[config.mk]
export PLATFORM = sky130hd
export DESIGN_NAME = ct_sync_fifo
export DESIGN_NICKNAME = d
export VERILOG_FILES = /design/src/rtl/ct_fifo_pkg.sv /design/src/rtl/ct_fifo_ram.sv /design/src/rtl/ct_sync_fifo.sv
export SDC_FILE = /design/constraint.sdc
export NUM_CORES = 1
export LEC_CHECK = 0
export BUFFER_PORTS_ARGS = -buffer_cell sky130_fd_sc_hd__buf_2
export CAP_MARGIN = 15
export CORE_ASPECT_RATIO = 1.75
export CORE_MARGIN = 3
export CORE_UTILIZATION = 50
export CTS_BUF_LIST = sky130_fd_sc_hd__clkbuf_8
export DETAILED_ROUTE_END_ITERATION = 8
export PLACE_DENSITY = 0.67
export SYNTH_ARGS = -nofsm -noshare
export SYNTH_HDL_FRONTEND = slang
export SYNTH_HIERARCHICAL = 1
export SYNTH_SLANG_ARGS = --single-unit
[constraint.sdc]
create_clock -name clk -period 2.6 [get_ports clk]
set_input_delay 0.13 -clock clk [delete_from_list [all_inputs] [get_ports clk]]
set_output_delay 0.13 -clock clk [all_outputs]
set_load 0.01 [all_outputs]
[src/rtl/ct_fifo_pkg.sv]
// Shared FIFO helpers: clog2 and the level/pointer width derivations.
// Future FIFO variants use these so their widths stay consistent.
package ct_fifo_pkg;

   function automatic int clog2(input int value);
      int r;
      r = 0;
      while ((1 << r) < value) r++;
      return r;
   endfunction

   function automatic bit is_pow2(input int value);
      return (value > 0) && ((value & (value - 1)) == 0);
   endfunction

   // Occupancy counts 0..DEPTH inclusive, so it needs one bit more than the address.
   function automatic int level_width(input int depth);
      return clog2(depth) + 1;
   endfunction

   // The extra MSB tells full from empty when the address bits are equal.
   function automatic int ptr_width(input int depth);
      return clog2(depth) + 1;
   endfunction

endpackage

[src/rtl/ct_fifo_ram.sv]
// Simple dual-port storage: synchronous write, synchronous read (1 cycle), no read-during-write check.
// No backpressure; rdata holds its value whenever re is low.
module ct_fifo_ram
   import ct_fifo_pkg::*;
#(
   parameter int WIDTH    = 1,
   parameter int DEPTH    = 32,
   parameter     RAMSTYLE = "MLAB",
   localparam int AW      = clog2(DEPTH)
) (
   input  logic             clk,
   input  logic             we,
   input  logic [AW-1:0]    waddr,
   input  logic [WIDTH-1:0] wdata,
   input  logic             re,
   input  logic [AW-1:0]    raddr,
   output logic [WIDTH-1:0] rdata
);

   (* ramstyle = RAMSTYLE *) logic [WIDTH-1:0] mem [DEPTH];

   always_ff @(posedge clk) begin
      if (we) mem[waddr] <= wdata;
   end

   always_ff @(posedge clk) begin
      if (re) rdata <= mem[raddr];
   end

endmodule

[src/rtl/ct_sync_fifo.sv]
// Single-clock FIFO with registered head-of-queue output; first word visible 2 edges after push into empty.
// Valid/ready on both sides; o_ready is registered and low at full, even when a pop occurs on the same edge.
module ct_sync_fifo
   import ct_fifo_pkg::*;
#(
   parameter int WIDTH     = 1,
   parameter int DEPTH     = 32,
   parameter int AF_THRESH = 28,
   parameter int AE_THRESH = 4,
   parameter     RAMSTYLE  = "MLAB",
   localparam int LW       = level_width(DEPTH)
) (
   input  logic             clk,
   input  logic             reset,
   input  logic             i_flush,
   input  logic [WIDTH-1:0] i_data,
   input  logic             i_valid,
   output logic             o_ready,
   output logic [WIDTH-1:0] o_data,
   output logic             o_valid,
   input  logic             i_ready,
   output logic [LW-1:0]    o_level,
   output logic             o_almost_full,
   output logic             o_almost_empty
);

   localparam int AW = clog2(DEPTH);
   localparam int PW = ptr_width(DEPTH);
   localparam logic [LW-1:0] DEPTH_L = LW'(DEPTH);
   localparam logic [LW-1:0] AF_L    = LW'(AF_THRESH);
   localparam logic [LW-1:0] AE_L    = LW'(AE_THRESH);

   if (!is_pow2(DEPTH) || DEPTH < 4 || DEPTH > 1024) begin : g_bad_depth
      $error("ct_sync_fifo: DEPTH must be a power of two in 4..1024");
   end
   if (AF_THRESH < 1 || AF_THRESH > DEPTH) begin : g_bad_af
      $error("ct_sync_fifo: AF_THRESH out of range 1..DEPTH");
   end
   if (AE_THRESH < 0 || AE_THRESH > DEPTH - 1) begin : g_bad_ae
      $error("ct_sync_fifo: AE_THRESH out of range 0..DEPTH-1");
   end

   logic [PW-1:0] wr_ptr;
   logic [PW-1:0] rd_ptr;
   logic [PW-1:0] ram_cnt;
   logic [LW-1:0] level_nxt;
   logic          push;
   logic          pop;
   logic          refill;
   logic          ram_we;
   logic          ram_re;

   assign push    = i_valid && o_ready;
   assign pop     = o_valid && i_ready;
   assign ram_cnt = wr_ptr - rd_ptr;
   // The RAM read register is the output register, so a refill is just a RAM read.
   assign refill  = (ram_cnt != '0) && (!o_valid || pop);
   assign ram_we  = push && !reset && !i_flush;
   assign ram_re  = refill && !reset && !i_flush;

   always_comb begin
      level_nxt = o_level;
      case ({push, pop})
         2'b10:   level_nxt = o_level + LW'(1);
         2'b01:   level_nxt = o_level - LW'(1);
         default: level_nxt = o_level;
      endcase
   end

   always_ff @(posedge clk) begin
      if (reset) begin
         wr_ptr         <= '0;
         rd_ptr         <= '0;
         o_valid        <= 1'b0;
         o_ready        <= 1'b0;
         o_level        <= '0;
         o_almost_full  <= 1'b0;
         o_almost_empty <= 1'b1;
      end else if (i_flush) begin
         wr_ptr         <= '0;
         rd_ptr         <= '0;
         o_valid        <= 1'b0;
         o_ready        <= 1'b1;
         o_level        <= '0;
         o_almost_full  <= 1'b0;
         o_almost_empty <= 1'b1;
      end else begin
         if (push)   wr_ptr <= wr_ptr + PW'(1);
         if (refill) rd_ptr <= rd_ptr + PW'(1);
         o_valid        <= refill || (o_valid && !i_ready);
         o_level        <= level_nxt;
         o_ready        <= (level_nxt != DEPTH_L);
         o_almost_full  <= (level_nxt >= AF_L);
         o_almost_empty <= (level_nxt <= AE_L);
      end
   end

   ct_fifo_ram #(
      .WIDTH    (WIDTH),
      .DEPTH    (DEPTH),
      .RAMSTYLE (RAMSTYLE)
   ) u_ram (
      .clk   (clk),
      .we    (ram_we),
      .waddr (wr_ptr[AW-1:0]),
      .wdata (i_data),
      .re    (ram_re),
      .raddr (rd_ptr[AW-1:0]),
      .rdata (o_data)
   );

endmodule

Word level (Yosys, flattened, before mapping)
Memory sizes are Yosys's and may differ from the RTL's. A register that Yosys moved wholly into a read port is not among the register bits.
Index checks and enable logic that the tools add are counted.

operators by class
  add/subtract/negate cells = 5
  magnitude comparators = 2
  equal/unequal tests = 3
  mux-type cells = 4
  reduce and logical (&&, ||, !) cells = 16

operator list
  kind                                                                                 number
  6-bit by 1-bit adder with 6-bit output, second input constant                        3
  6-bit case mux with 2 select lines                                                   1
  1-bit logical AND                                                                    8
  6-bit by 5-bit greater-or-equal comparator with 1-bit output, second input constant  1
  6-bit by 3-bit <= comparator with 1-bit output, second input constant                1
  6-bit inequality test, second input constant                                         1
  6-bit nonzero test                                                                   1
  6-bit by 1-bit subtractor with 6-bit output, second input constant                   1
  6-bit subtractor                                                                     1
  1-bit zero test                                                                      4
  1-bit two-way mux                                                                    3
  2-bit by 1-bit == test with 1-bit output, second input constant                      1
  2-bit == test, second input constant                                                 1
  1-bit logical OR                                                                     2
  2-bit OR reduction                                                                   1

storage, ports and cells
  bits in registers = 22
  RAM bits = 32
  input bits = 6
  output and inout port bits = 11
  memories = 1

memories
  memory     depth  bits a word  rd ports  clocked after memory_dff  write ports  line               text
  u_ram.mem  32     1            1         1                         1            ct_fifo_ram.sv:20  (* ramstyle = RAMSTYLE *) logic [WIDTH-1:0] mem [DEPTH];

Longest topological paths before layout
Gate-level depths: netlist of the first run.

  depth in word-level cells = 5
  gate-level depth with buffers = 11
  depth with buffers taken out = 10

By module
The synthesis of the first run kept the hierarchy.

modules (own cells, without submodules)
  module        times used  cells an instance  area each (um2)  sequential area each (um2)
  ct_fifo_ram   1           120                1,527.7          991.0
  ct_sync_fifo  1           163                1,347.5          440.4

Worst setup path before layout of the first run
OpenSTA, ideal clock, no wires.

  path kind = reg2reg
  start point = register o_ready
  end point = register o_almost_full
  arrival time = 2,436 ps
  data required time = 2,529 ps
  slack = 94 ps
  cell stages (with the launch flop) = 12
  clock period less this slack = 2,506 ps
  cells stage by stage = dfxtp_1 nand2_1 ha_1 buf_2 xor2_1 ha_1 nor2b_1 o32a_1 a31oi_2 xnor2_1 or3_1 a21oi_1

on the way
  cells in the longest elaborated chain, start to end = 4
  elaborated cells between the ends (all ways) = 5
  classes of those cells = 1 x order compare; 2 x eq/ne; 1 x mux; 1 x reduce/logical

ends and longest elaborated chain
  what                                                                       line                text
  start, declared                                                            ct_sync_fifo.sv:18  output logic o_ready,
  start signal, assigned                                                     ct_sync_fifo.sv:92  o_ready <= (level_nxt != DEPTH_L);
  1-bit logical AND (*)                                                      ct_sync_fifo.sv:53  assign push = i_valid && o_ready;
  2-bit by 1-bit == test with 1-bit output or 2-bit == test (tied branches)  ct_sync_fifo.sv:63  case ({push, pop})
  6-bit case mux with 2 select lines (*)                                     ct_sync_fifo.sv:63
  6-bit by 5-bit greater-or-equal comparator with 1-bit output (*)           ct_sync_fifo.sv:93  o_almost_full <= (level_nxt >= AF_L);
  end signal, assigned                                                       ct_sync_fifo.sv:93
  end, declared                                                              ct_sync_fifo.sv:23  output logic o_almost_full,

Every way passes the cells marked *; elsewhere a longest branch is shown, timed or not.
A chain may end at the register's enable or synchronous reset.

Worst setup path in the final report of the first run
  start point = register o_valid
  end point = register o_almost_full

on the way
  cells in the longest elaborated chain, start to end = 4
  elaborated cells between the ends (all ways) = 5
  classes of those cells = 1 x order compare; 2 x eq/ne; 1 x mux; 1 x reduce/logical

ends and longest elaborated chain
  what                                                                       line                text
  start, declared                                                            ct_sync_fifo.sv:20  output logic o_valid,
  start signal, assigned                                                     ct_sync_fifo.sv:90  o_valid <= refill || (o_valid && !i_ready);
  1-bit logical AND (*)                                                      ct_sync_fifo.sv:54  assign pop = o_valid && i_ready;
  2-bit by 1-bit == test with 1-bit output or 2-bit == test (tied branches)  ct_sync_fifo.sv:63
  6-bit case mux with 2 select lines (*)                                     ct_sync_fifo.sv:63
  6-bit by 5-bit greater-or-equal comparator with 1-bit output (*)           ct_sync_fifo.sv:93

Marked as above.

==> results of run 1 <==
==> state kept, by name (all words and copies together), names as in the netlist <==
register	flops
wr_ptr	6
rd_ptr	6
o_valid	1
o_level	6
u_ram/rdata	1
o_almost_full	1
o_ready	1
u_ram/mem	32
o_almost_empty	1
==> worst reg2reg max path: cells and delay by family (launching register included) <==
kind	cells	cell delay [ns]
AO/OA/AOI/OAI	3	0.59
XOR/XNOR	2	0.31
adder cells (fa/ha/maj)	2	0.43
flip-flops	1	0.33
AND/OR/NAND/NOR	3	0.68
==> worst paths after layout <==
| path | start | endpoint | cells after the start |
|---|---|---|---|
| max | o_valid | o_almost_full | 10 |
| min | i_flush | o_almost_empty | 3 |
| max reg2reg | o_valid | o_almost_full | 10 |
| min reg2reg | rd_ptr[5] | rd_ptr[5] | 2 |
==> cells by family after synthesis <==
| family | count (synthesis) | share of synthesized area [%] |
|---|---|---|
| flops | 55 | 49.78 |
| mux | 18 | 6.266 |
| buf+inv | 18 | 3.568 |
| compound gates | 42 | 9.487 |
| simple gates | 126 | 22.28 |
| fa+ha+maj | 10 | 4.352 |
| xor+xnor | 14 | 4.265 |
==> layout make-up <==
type	instances	area, um2	area share [%]
Clock buffer	5	68.82	2.181
Clock inverter	3	20.02	0.6344
Inverter	7	26.28	0.8327
Multi-Input combinational cell	210	1351	42.82
Sequential cell	55	1431	45.36
Tap cell	74	92.59	2.934
Timing Repair Buffer	27	165.2	5.234
==> power by group through the flow <==
stage	registers (mW)	clock network, mW	logic (mW)
2_1_floorplan	0.955	0	0.0602
3_3_place_gp	0.955	0	0.0959
3_5_place_dp	0.955	0	0.0970
4_1_cts	0.935	0.483	0.0985
5_1_grt	0.936	0.516	0.110
6_report	0.935	0.476	0.0980
==> synthesized netlist by cell type, types with 7 or more instances <==
master,number
a21oi_1,15
dfxtp_1,22
edfxtp_1,33
ha_1,10
inv_1,7
mux2i_1,18
nand2_1,12
nand3_1,14
nand3b_1,8
nor2_1,52
o21ai_0,7
or3_1,8
xor2_1,9
==> per-layer routing <==
metal / global-route usage (%) / vias up / wire, um
met5: 0 / - / 0
met1: 18.28 / 998 / 2146
met2: 36.42 / 43 / 3360
met3: 2.326 / 27 / 133
met4: 13.76 / 0 / 419
li1: - / 1060 / -
==> what timing repair did <==
item | 4_1_cts | 5_1_grt
setup endpoints to repair | 0 | 1
endpoints found under the hold margin | 1 | 0
gates resized for setup | 0 | 2
hold buffers | 1 | 0
==> metrics by stage <==
stage / power (mW) / utilization [%] / hold WS, ns / area, um2 / cells
after global placement: 1.051 / 56.11 / 0.3220 / 3047 / 372
after detailed placement: 1.052 / 56.11 / 0.3250 / 3047 / 372
final: 1.508 / 58.11 / 0.07272 / 3156 / 381
after global routing: 1.562 / 58.11 / 0.08355 / 3156 / 381
after CTS: 1.516 / 57.93 / 0.06233 / 3146 / 381
after floorplan: 1.015 / - / 0.2024 / 2875 / 283
==> flow_summary_export.csv, run 1 <==
group,metric,value,unit
die,ios,17,
die,core_area,0.005430,mm2
clock_tree,cts_buffer_depth,2,
route,wire_per_inst,15.90,um
timing,setup_violations,0,
timing,layout_worst_path_cycle_share,91.64,%
worst_setup_path,path_delay_family,"simple AND/OR/NAND/NOR gates",
grt,grt-ovfl-total,0,
synth,netlist_top_cells_area,"edfxtp_1, dfxtp_1, nor2_1, mux2i_1, ha_1",
worst_setup_path,path_cells,"and2_1 -> ha_1 -> xor2_1 -> ha_2 -> nor2b_1 -> o32a_1 -> a31oi_2 -> xnor2_1 -> or3_1 -> a21oi_1",
synth,ys_seq_area_share,49.78,%
clock_tree,clk_latency,0.31,ns
synth,synth-edff-count,33,
timing,rsz0062_at_grt,"false",
grt,grt_max_degree,33,
cells_and_area,antenna_cells,0,
timing,finClkSkew,0.007957,ns
worst_setup_path,cp-start-kind,"register",
timing,fin_ws,0.2174,ns
clock_tree,cts-buffers-inserted,5,
timing,finalHoldViolations,0,
die,rows,35,
synth,synth_top_area_share,34.46,%
timing,fmax,419.7,MHz
route,vias_per_cell,5.585,
worst_setup_path,slowest_delay,0.38,ns
synth,ys_warn_count,6,
placed_design,port_buffers,16,
synth,yosysUniqueCellTypes,46,
power_and_ir_drop,power_density,478.0,mW/mm2
synth,syn-instance-count,283,
route,drc,0,
route,antenna_left,0,
worst_setup_path,crit_type,"register to register",
cells_and_area,final_common_cell,"nor2_1",
synth,netlist_area,0.002875,mm2
synth,synth_nets,299,
grt,antenna_found_initial,0,
grt,globalRouteTotalUtil,19.18,%
min_path,hp-class,"primary input to register",
timing,drv_slew,0,
cells_and_area,fillers,513,
synth,synth_largest_area_cell,"edfxtp_1",
clock_tree,clk_pin_slew_worst_paths,0.10,ns
placed_design,gp_congestion,0.8213,
timing,worstMarginPinSlew,0.5195,ns
timing,layout_min_cycle_time,2.383,ns
worst_setup_path,arrival,2.63,ns
power_and_ir_drop,internal-power,1.157,mW
job,cap_violations,0,
die,die-area,0.006732,mm2
worst_setup_path,cp_slowest_cell,"or3_1",
grt,grt_pass1_vias,2060,
worst_setup_path,r2r_slack,0.22,ns
worst_setup_path,worstPathMaxFanout,5,
clock_tree,h-tree-depth,2,
power_and_ir_drop,p_clk_share,31.5,%
route,first_iter_violations,79,
power_and_ir_drop,p_leak,1.053,nW
power_and_ir_drop,power_frac_seq,62.0,%
placed_design,pre_cts_ws,0.1946,ns
die,start_util,52.95,%
cells_and_area,final_cell_mix,"nor2_1, edfxtp_1, dfxtp_1",
grt,grt_pass1_wl,9818,um
placed_design,post-dp-hpwl,4476,um
cells_and_area,layout-drive-gt1-share,14.01,%
clock_tree,post_cts.repair.setup_buffers,0,
die,die_w,63.33,um
clock_tree,cts.sinks,55,
synth,ys.flop_type,"edfxtp_1",
power_and_ir_drop,vdd_drop_max,0.3612,mV
outcome,run_status,"completed",
worst_setup_path,critPathRequiredTime,2.85,ns
clock_tree,cts_tree,"done",
power_and_ir_drop,swShare,23.31,%
cells_and_area,area_growth,9.748,%
die,die_h,106.3,um
worst_setup_path,crit_path_end_kind,"register",
synth,syn_avg_cell_area,10.16,um2
worst_setup_path,path_buf_inv,0,
route,drt-total-wl,6059,um
route,dr.pass1.iters,4,
timing,relSlewSlack,65.32,%
cells_and_area,finalNetCount,322,
route,vias,2128,
timing,fin_setup_tns,0,ns
synth,synthArstFlopShare,0,%
power_and_ir_drop,combPwrFrac,6.5,%
power_and_ir_drop,power_switching,0.3516,mW
clock_tree,ctsRootBufferMaster,"clkbuf_8",
synth,ys_seq_elements,55,
(Power assumes the default switching activity.)
==> run 2, diff against run 1 <==
--- a/config.mk
+++ b/config.mk
@@ -12,7 +12,7 @@
 export CORE_UTILIZATION = 50
 export CTS_BUF_LIST = sky130_fd_sc_hd__clkbuf_8
 export DETAILED_ROUTE_END_ITERATION = 8
-export PLACE_DENSITY = 0.67
+export PLACE_DENSITY = 0.65
 export SYNTH_ARGS = -nofsm -noshare
 export SYNTH_HDL_FRONTEND = slang
 export SYNTH_HIERARCHICAL = 1
==> constraint.sdc (replaced) <==
create_clock -name clk -period 2.8 [get_ports clk]
set_input_delay 0.14 -clock clk [delete_from_list [all_inputs] [get_ports clk]]
set_output_delay 0.14 -clock clk [all_outputs]
set_load 0.01 [all_outputs]
==> run 2 against run 1 <==
  * Critical path depth unchanged
  * Global-route usage up 0.081 points
  * Design area up 0.28%
  * Wire length up 0.31%
  * Sequential share of layout area down 0.13 points
  * Flip-flop and latch count unchanged
  * Via count about the same
  * Non-clock buffer count down 3
  * Combinational power down 7.3%
  * Largest cell class unchanged
  * Highest routed layer unchanged
==> flow_summary_export.csv, run 2 (same netlist as run 1, synthesis figures left out) <==
group,metric,value,unit
route,vias,2126,
power_and_ir_drop,internal-power,1.253,mW
timing,fin_ws,0.2420,ns
cells_and_area,largest_register,"u_ram/mem",
power_and_ir_drop,power_switching,0.3053,mW
route,wire_per_inst,16.08,um
power_and_ir_drop,power_frac_seq,55.7,%
worst_setup_path,cp-start-kind,"register",
worst_setup_path,r2r_slack,0.24,ns
clock_tree,cts-buffers-inserted,5,
clock_tree,cts_tree,"done",
clock_tree,post_cts.repair.setup_buffers,0,
timing,finalHoldViolations,0,
worst_setup_path,crit_path_end_kind,"register",
route,antenna_left,0,
placed_design,port_buffers,16,
cells_and_area,multi_input_area,0.001341,mm2
worst_setup_path,arrival,2.79,ns
clock_tree,cts_buffer_depth,2,
timing,finClkSkew,0.008294,ns
route,drc,0,
die,rows,35,
power_and_ir_drop,p_leak,1.061,nW
worst_setup_path,timing.rr.end,"o_almost_full",
placed_design,placed_cell_area,0.003032,mm2
cells_and_area,final_cell_mix,"nor2_1, edfxtp_1, dfxtp_1",
worst_setup_path,worstRegToRegCells,10,
clock_tree,cts.sinks,55,
cells_and_area,finalNetCount,319,
grt,grt_max_degree,33,
clock_tree,cts_resized,0,
route,vias_per_cell,5.624,
route,first_iter_violations,42,
clock_tree,h-tree-depth,2,
grt,globalRouteTotalUtil,19.26,%
worst_setup_path,worstPathMaxFanout,9,
die,die_h,106.3,um
timing,fmax,390.9,MHz
timing,worstMarginPinSlew,0.5218,ns
timing,layout_min_cycle_time,2.558,ns
power_and_ir_drop,p_clk_share,38.5,%
timing,fin_setup_tns,0,ns
grt,antenna_found_initial,0,
min_path,hp-class,"primary input to register",
placed_design,dpl.cell_count,370,
grt,grt-ovfl-total,0,
power_and_ir_drop,vdd_drop_max,0.3996,mV
power_and_ir_drop,power_density,492.4,mW/mm2
die,ios,17,
cells_and_area,final_common_cell,"nor2_1",
timing,layout_worst_path_cycle_share,91.36,%
timing,drv_slew,0,
route,drt-total-wl,6078,um
die,core_area,0.005430,mm2
cells_and_area,fillers,530,
cells_and_area,antenna_cells,0,
die,die_w,63.33,um
cells_and_area,final_area,0.003164,mm2
clock_tree,cts_hold_buf,0,
outcome,run_status,"completed",
power_and_ir_drop,finalPower,1.558,mW
cells_and_area,area_growth,10.05,%
clock_tree,clk_latency,0.30,ns
timing,relSlewSlack,65.17,%
timing,rsz0062_at_grt,"false",
clock_tree,clk_pin_slew_worst_paths,0.09,ns
clock_tree,ctsRootBufferMaster,"clkbuf_8",
worst_setup_path,crit_type,"register to register",
timing,setup_violations,0,
worst_setup_path,startpoint,"o_valid",
cells_and_area,largest_register_ffs,32,
job,cap_violations,0,
cells_and_area,instances_no_fill,378,
cells_and_area,layout-drive-gt1-share,12.83,%
worst_setup_path,worstSetupEndpoint,"o_almost_full",
die,start_util,52.95,%
placed_design,post-dp-hpwl,4481,um
grt,grt_pass1_vias,2105,
grt,grt_pass1_wl,9922,um
placed_design,pre_cts_ws,0.2700,ns
route,dr.pass1.iters,4,
die,die-area,0.006732,mm2
worst_setup_path,r2r_start,"o_valid",
power_and_ir_drop,combPwrFrac,5.8,%
power_and_ir_drop,swShare,19.59,%
worst_setup_path,critPathRequiredTime,3.03,ns
placed_design,gp_congestion,0.7853,
cells_and_area,area.sequential,0.001431,mm2
run 2: cell count changes in the layout (fill, tap and decap cells not counted), sizes merged:
cell / delta
buf: -2
bufinv: +2
clkinv: -2
clkinvlp: -1
dlygate4sd3: -1
inv: +1
run 2: power by group through the flow:
stage,clock (mW),sequential (mW),combinational [mW]
after detailed placement,0,0.887,0.0914
after global placement,0,0.886,0.0901
after global routing,0.638,0.869,0.101
final,0.599,0.868,0.0908
after floorplan,0,0.886,0.0559
after CTS,0.605,0.868,0.0916
run 2: layout make-up:
| type | instances | share of cell area (%) |
|---|---|---|
| Clock buffer | 5 | 2.175 |
| Clock inverter | 3 | 2.017 |
| Inverter | 7 | 0.8304 |
| Multi-Input combinational cell | 210 | 42.39 |
| Sequential cell | 55 | 45.24 |
| Tap cell | 74 | 2.926 |
| Timing Repair Buffer | 24 | 4.429 |
run 2: how the worst min path moves through the flow:
| stage | from | to | slack, ns | cells after the start |
|---|---|---|---|---|
| final | reset | o_ready | 0.02 | 2 |
| after global routing | reset | o_ready | 0.01 | 2 |
| after CTS | reset | o_ready | 0.01 | 2 |
| after detailed placement | reset | o_ready | 0.33 | 2 |
| after global placement | reset | o_ready | 0.33 | 2 |
| after floorplan | reset | o_ready | 0.21 | 1 |
run 2: per-layer routing:
layer,part of all wire (%),vias up,global-route usage (%),wire length [um]
li1,-,1053,-,-
met5,0,-,0,0
met3,2.1,14,2.643,130
met1,36,1021,18.26,2172
met2,59,38,38.82,3584
met4,3.1,0,8.964,191
run 2: critical path: stages, from the launching register on:
cell     delay, ns
dfxtp_1       0.33
and2_1        0.18
ha_1          0.29
xor2_1        0.20
ha_1          0.24
nor2b_1       0.14
o32a_1        0.31
a31oi_2       0.15
xnor2_1       0.14
or3_1         0.38
a21oi_1       0.14
run 2: through the flow:
step / utilization (%) / hold WS (ns)
3_3_place_gp: 55.83 / 0.3288
4_1_cts: 58.27 / 0.01108
6_report: 58.27 / 0.02003
5_1_grt: 58.27 / 0.009826
2_1_floorplan: - / 0.2124
3_5_place_dp: 55.83 / 0.3296
==> run 3, diff against run 2 <==
--- a/config.mk
+++ b/config.mk
@@ -12,6 +12,7 @@
 export CORE_UTILIZATION = 50
 export CTS_BUF_LIST = sky130_fd_sc_hd__clkbuf_8
 export DETAILED_ROUTE_END_ITERATION = 8
+export HOLD_SLACK_MARGIN = 0.05
 export PLACE_DENSITY = 0.65
 export SYNTH_ARGS = -nofsm -noshare
 export SYNTH_HDL_FRONTEND = slang
==> run 3 against run 2 <==
  * Final cell count up 0.26%
  * Worst setup slack improved by 0.0049 ns
  * Clock power is essentially flat
  * Non-clock buffer count is 1 higher
  * Sequential power barely moved
  * Combinational power is 1% higher
  * Via count is the same
  * Global-route usage unchanged
  * Clock skew up 0.00069 ns
  * Critical path type unchanged
  * Largest cell class unchanged
  * Largest power group unchanged
  * Highest routed layer unchanged
==> flow_summary_export.csv, run 3 (same netlist as run 1, synthesis figures left out) <==
group,metric,value,unit
placed_design,port_buffers,16,
power_and_ir_drop,swShare,19.54,%
worst_setup_path,crit_top_cell,"ha_1",
grt,grt_max_degree,33,
timing,relSlewSlack,65.36,%
cells_and_area,largest_register_ffs,32,
route,vias_per_cell,5.609,
cells_and_area,finalNetCount,320,
clock_tree,cts_tree,"done",
die,die-area,0.006732,mm2
worst_setup_path,crit_path_end_kind,"register",
clock_tree,cts.sinks,55,
clock_tree,clk_latency,0.30,ns
timing,setup_violations,0,
timing,fin_setup_tns,0,ns
timing,rsz0062_at_grt,"false",
power_and_ir_drop,internal-power,1.254,mW
timing,finClkSkew,0.008983,ns
clock_tree,cts-buffers-inserted,5,
grt,grt-ovfl-total,0,
cells_and_area,area_growth,10.40,%
clock_tree,cts_resized,0,
route,wl_met3,100,um
die,die_h,106.3,um
placed_design,gp_congestion,0.7853,
route,first_iter_violations,54,
worst_setup_path,critPathRequiredTime,3.03,ns
grt,antenna_found_initial,0,
timing,drv_slew,0,
route,wire_per_inst,16.11,um
timing,layout_min_cycle_time,2.553,ns
worst_setup_path,arrival,2.79,ns
die,ios,17,
worst_setup_path,path_buf_inv,0,
timing,whs,0.1046,ns
route,drt-total-wl,6105,um
placed_design,post-dp-hpwl,4481,um
cells_and_area,antenna_cells,0,
power_and_ir_drop,power_density,490.9,mW/mm2
timing,finalHoldViolations,0,
route,vias,2126,
clock_tree,cts_buffer_depth,2,
power_and_ir_drop,p_clk_share,38.4,%
job,cap_violations,0,
timing,fmax,391.7,MHz
clock_tree,clk_pin_slew_worst_paths,0.09,ns
worst_setup_path,worstRegToRegCells,10,
worst_setup_path,path_delay_family,"simple AND/OR/NAND/NOR gates",
cells_and_area,final_common_cell,"nor2_1",
power_and_ir_drop,vdd_drop_max,0.3981,mV
route,dr.pass1.iters,4,
clock_tree,h-tree-depth,2,
route,drc,0,
power_and_ir_drop,combPwrFrac,5.9,%
cells_and_area,final_cell_mix,"nor2_1, edfxtp_1, dfxtp_1",
min_path,hp-class,"primary input to register",
power_and_ir_drop,power_frac_seq,55.7,%
timing,layout_worst_path_cycle_share,91.18,%
grt,grt_pass1_vias,2105,
clock_tree,ctsRootBufferMaster,"clkbuf_8",
grt,grt_pass1_wl,9922,um
cells_and_area,largest_register,"u_ram/mem",
worst_setup_path,slowest_delay,0.38,ns
die,die_w,63.33,um
timing,worstMarginPinSlew,0.5189,ns
cells_and_area,final_area,0.003174,mm2
worst_setup_path,crit_type,"register to register",
worst_setup_path,path_cells,"and2_1 -> ha_1 -> xor2_1 -> ha_1 -> nor2b_1 -> o32a_1 -> a31oi_2 -> xnor2_1 -> or3_1 -> a21oi_1",
min_path,whs_path_depth,3,
worst_setup_path,cp-start-kind,"register",
cells_and_area,fillers,529,
route,antenna_left,0,
route,met1_length,2189,um
grt,globalRouteTotalUtil,19.26,%
power_and_ir_drop,p_leak,1.066,nW
power_and_ir_drop,finalPower,1.558,mW
route,wl_met2,3608,um
die,rows,35,
die,core_area,0.005430,mm2
worst_setup_path,cp_slowest_cell,"or3_1",
worst_setup_path,worstPathMaxFanout,9,
cells_and_area,layout-drive-gt1-share,12.79,%
placed_design,placed_cell_area,0.003032,mm2
worst_setup_path,cp.depth,10,
power_and_ir_drop,power_switching,0.3044,mW
outcome,run_status,"completed",
die,start_util,52.95,%
route,routed.top_layer,"met4",
## run 3: cell count changes in the layout (fill, tap and decap cells not counted)
cell / delta
dlygate4sd3_1: +1
## run 3: repair_timing
action                    in CTS  in global routing
hold endpoints to repair       1                  0
hold buffers                   1                  0
setup buffers                  0                  0
## run 3: routing by layer
metal / global-route usage, % / vias to the layer above
met2: 38.82 / 34
met4: 8.964 / 0
li1: - / 1051
met3: 2.643 / 16
met5: 0 / -
met1: 18.26 / 1025
## run 3: final cells by class
cell class	instances	area [um2]	share of cell area, %
Clock buffer	5	68.82	2.168
Clock inverter	3	63.81	2.010
Tap cell	74	92.59	2.917
Sequential cell	55	1431	45.09
Multi-Input combinational cell	210	1341	42.25
Timing Repair Buffer	25	150.1	4.730
Inverter	7	26.28	0.8278
## run 3: stage by stage
stage | instances | setup WS [ns] | util [%]
floorplan | 283 | 0.2939 | -
global placement | 370 | 0.3058 | 55.83
detailed placement | 370 | 0.2700 | 55.83
CTS | 379 | 0.2386 | 58.46
global route | 379 | 0.05293 | 58.46
finish | 379 | 0.2470 | 58.46
## run 3: power by group through the flow
stage                     sequential [mW]  combinational (mW)  clock (mW)
final                               0.868              0.0919       0.598
after floorplan                     0.886              0.0559           0
after global placement              0.886              0.0901           0
after detailed placement            0.887              0.0914           0
after global routing                0.869               0.102       0.638
after CTS                           0.868              0.0926       0.605
## run 3: worst reg2reg max path, cell delays in order, from the launching register on
cell and delay [ns]:
dfxtp_1 0.33, and2_1 0.18, ha_1 0.29, xor2_1 0.20, ha_1 0.24, nor2b_1 0.14, o32a_1 0.31, a31oi_2 0.15
xnor2_1 0.14, or3_1 0.38, a21oi_1 0.13
## run 3: final timing paths
kind | slack [ns] | end | startpoint
setup / recovery | 0.25 | o_almost_full | o_valid
hold reg to reg | 0.50 | rd_ptr[5] | rd_ptr[5]
setup reg to reg | 0.25 | o_almost_full | o_valid
hold / removal | 0.10 | o_almost_empty | i_flush
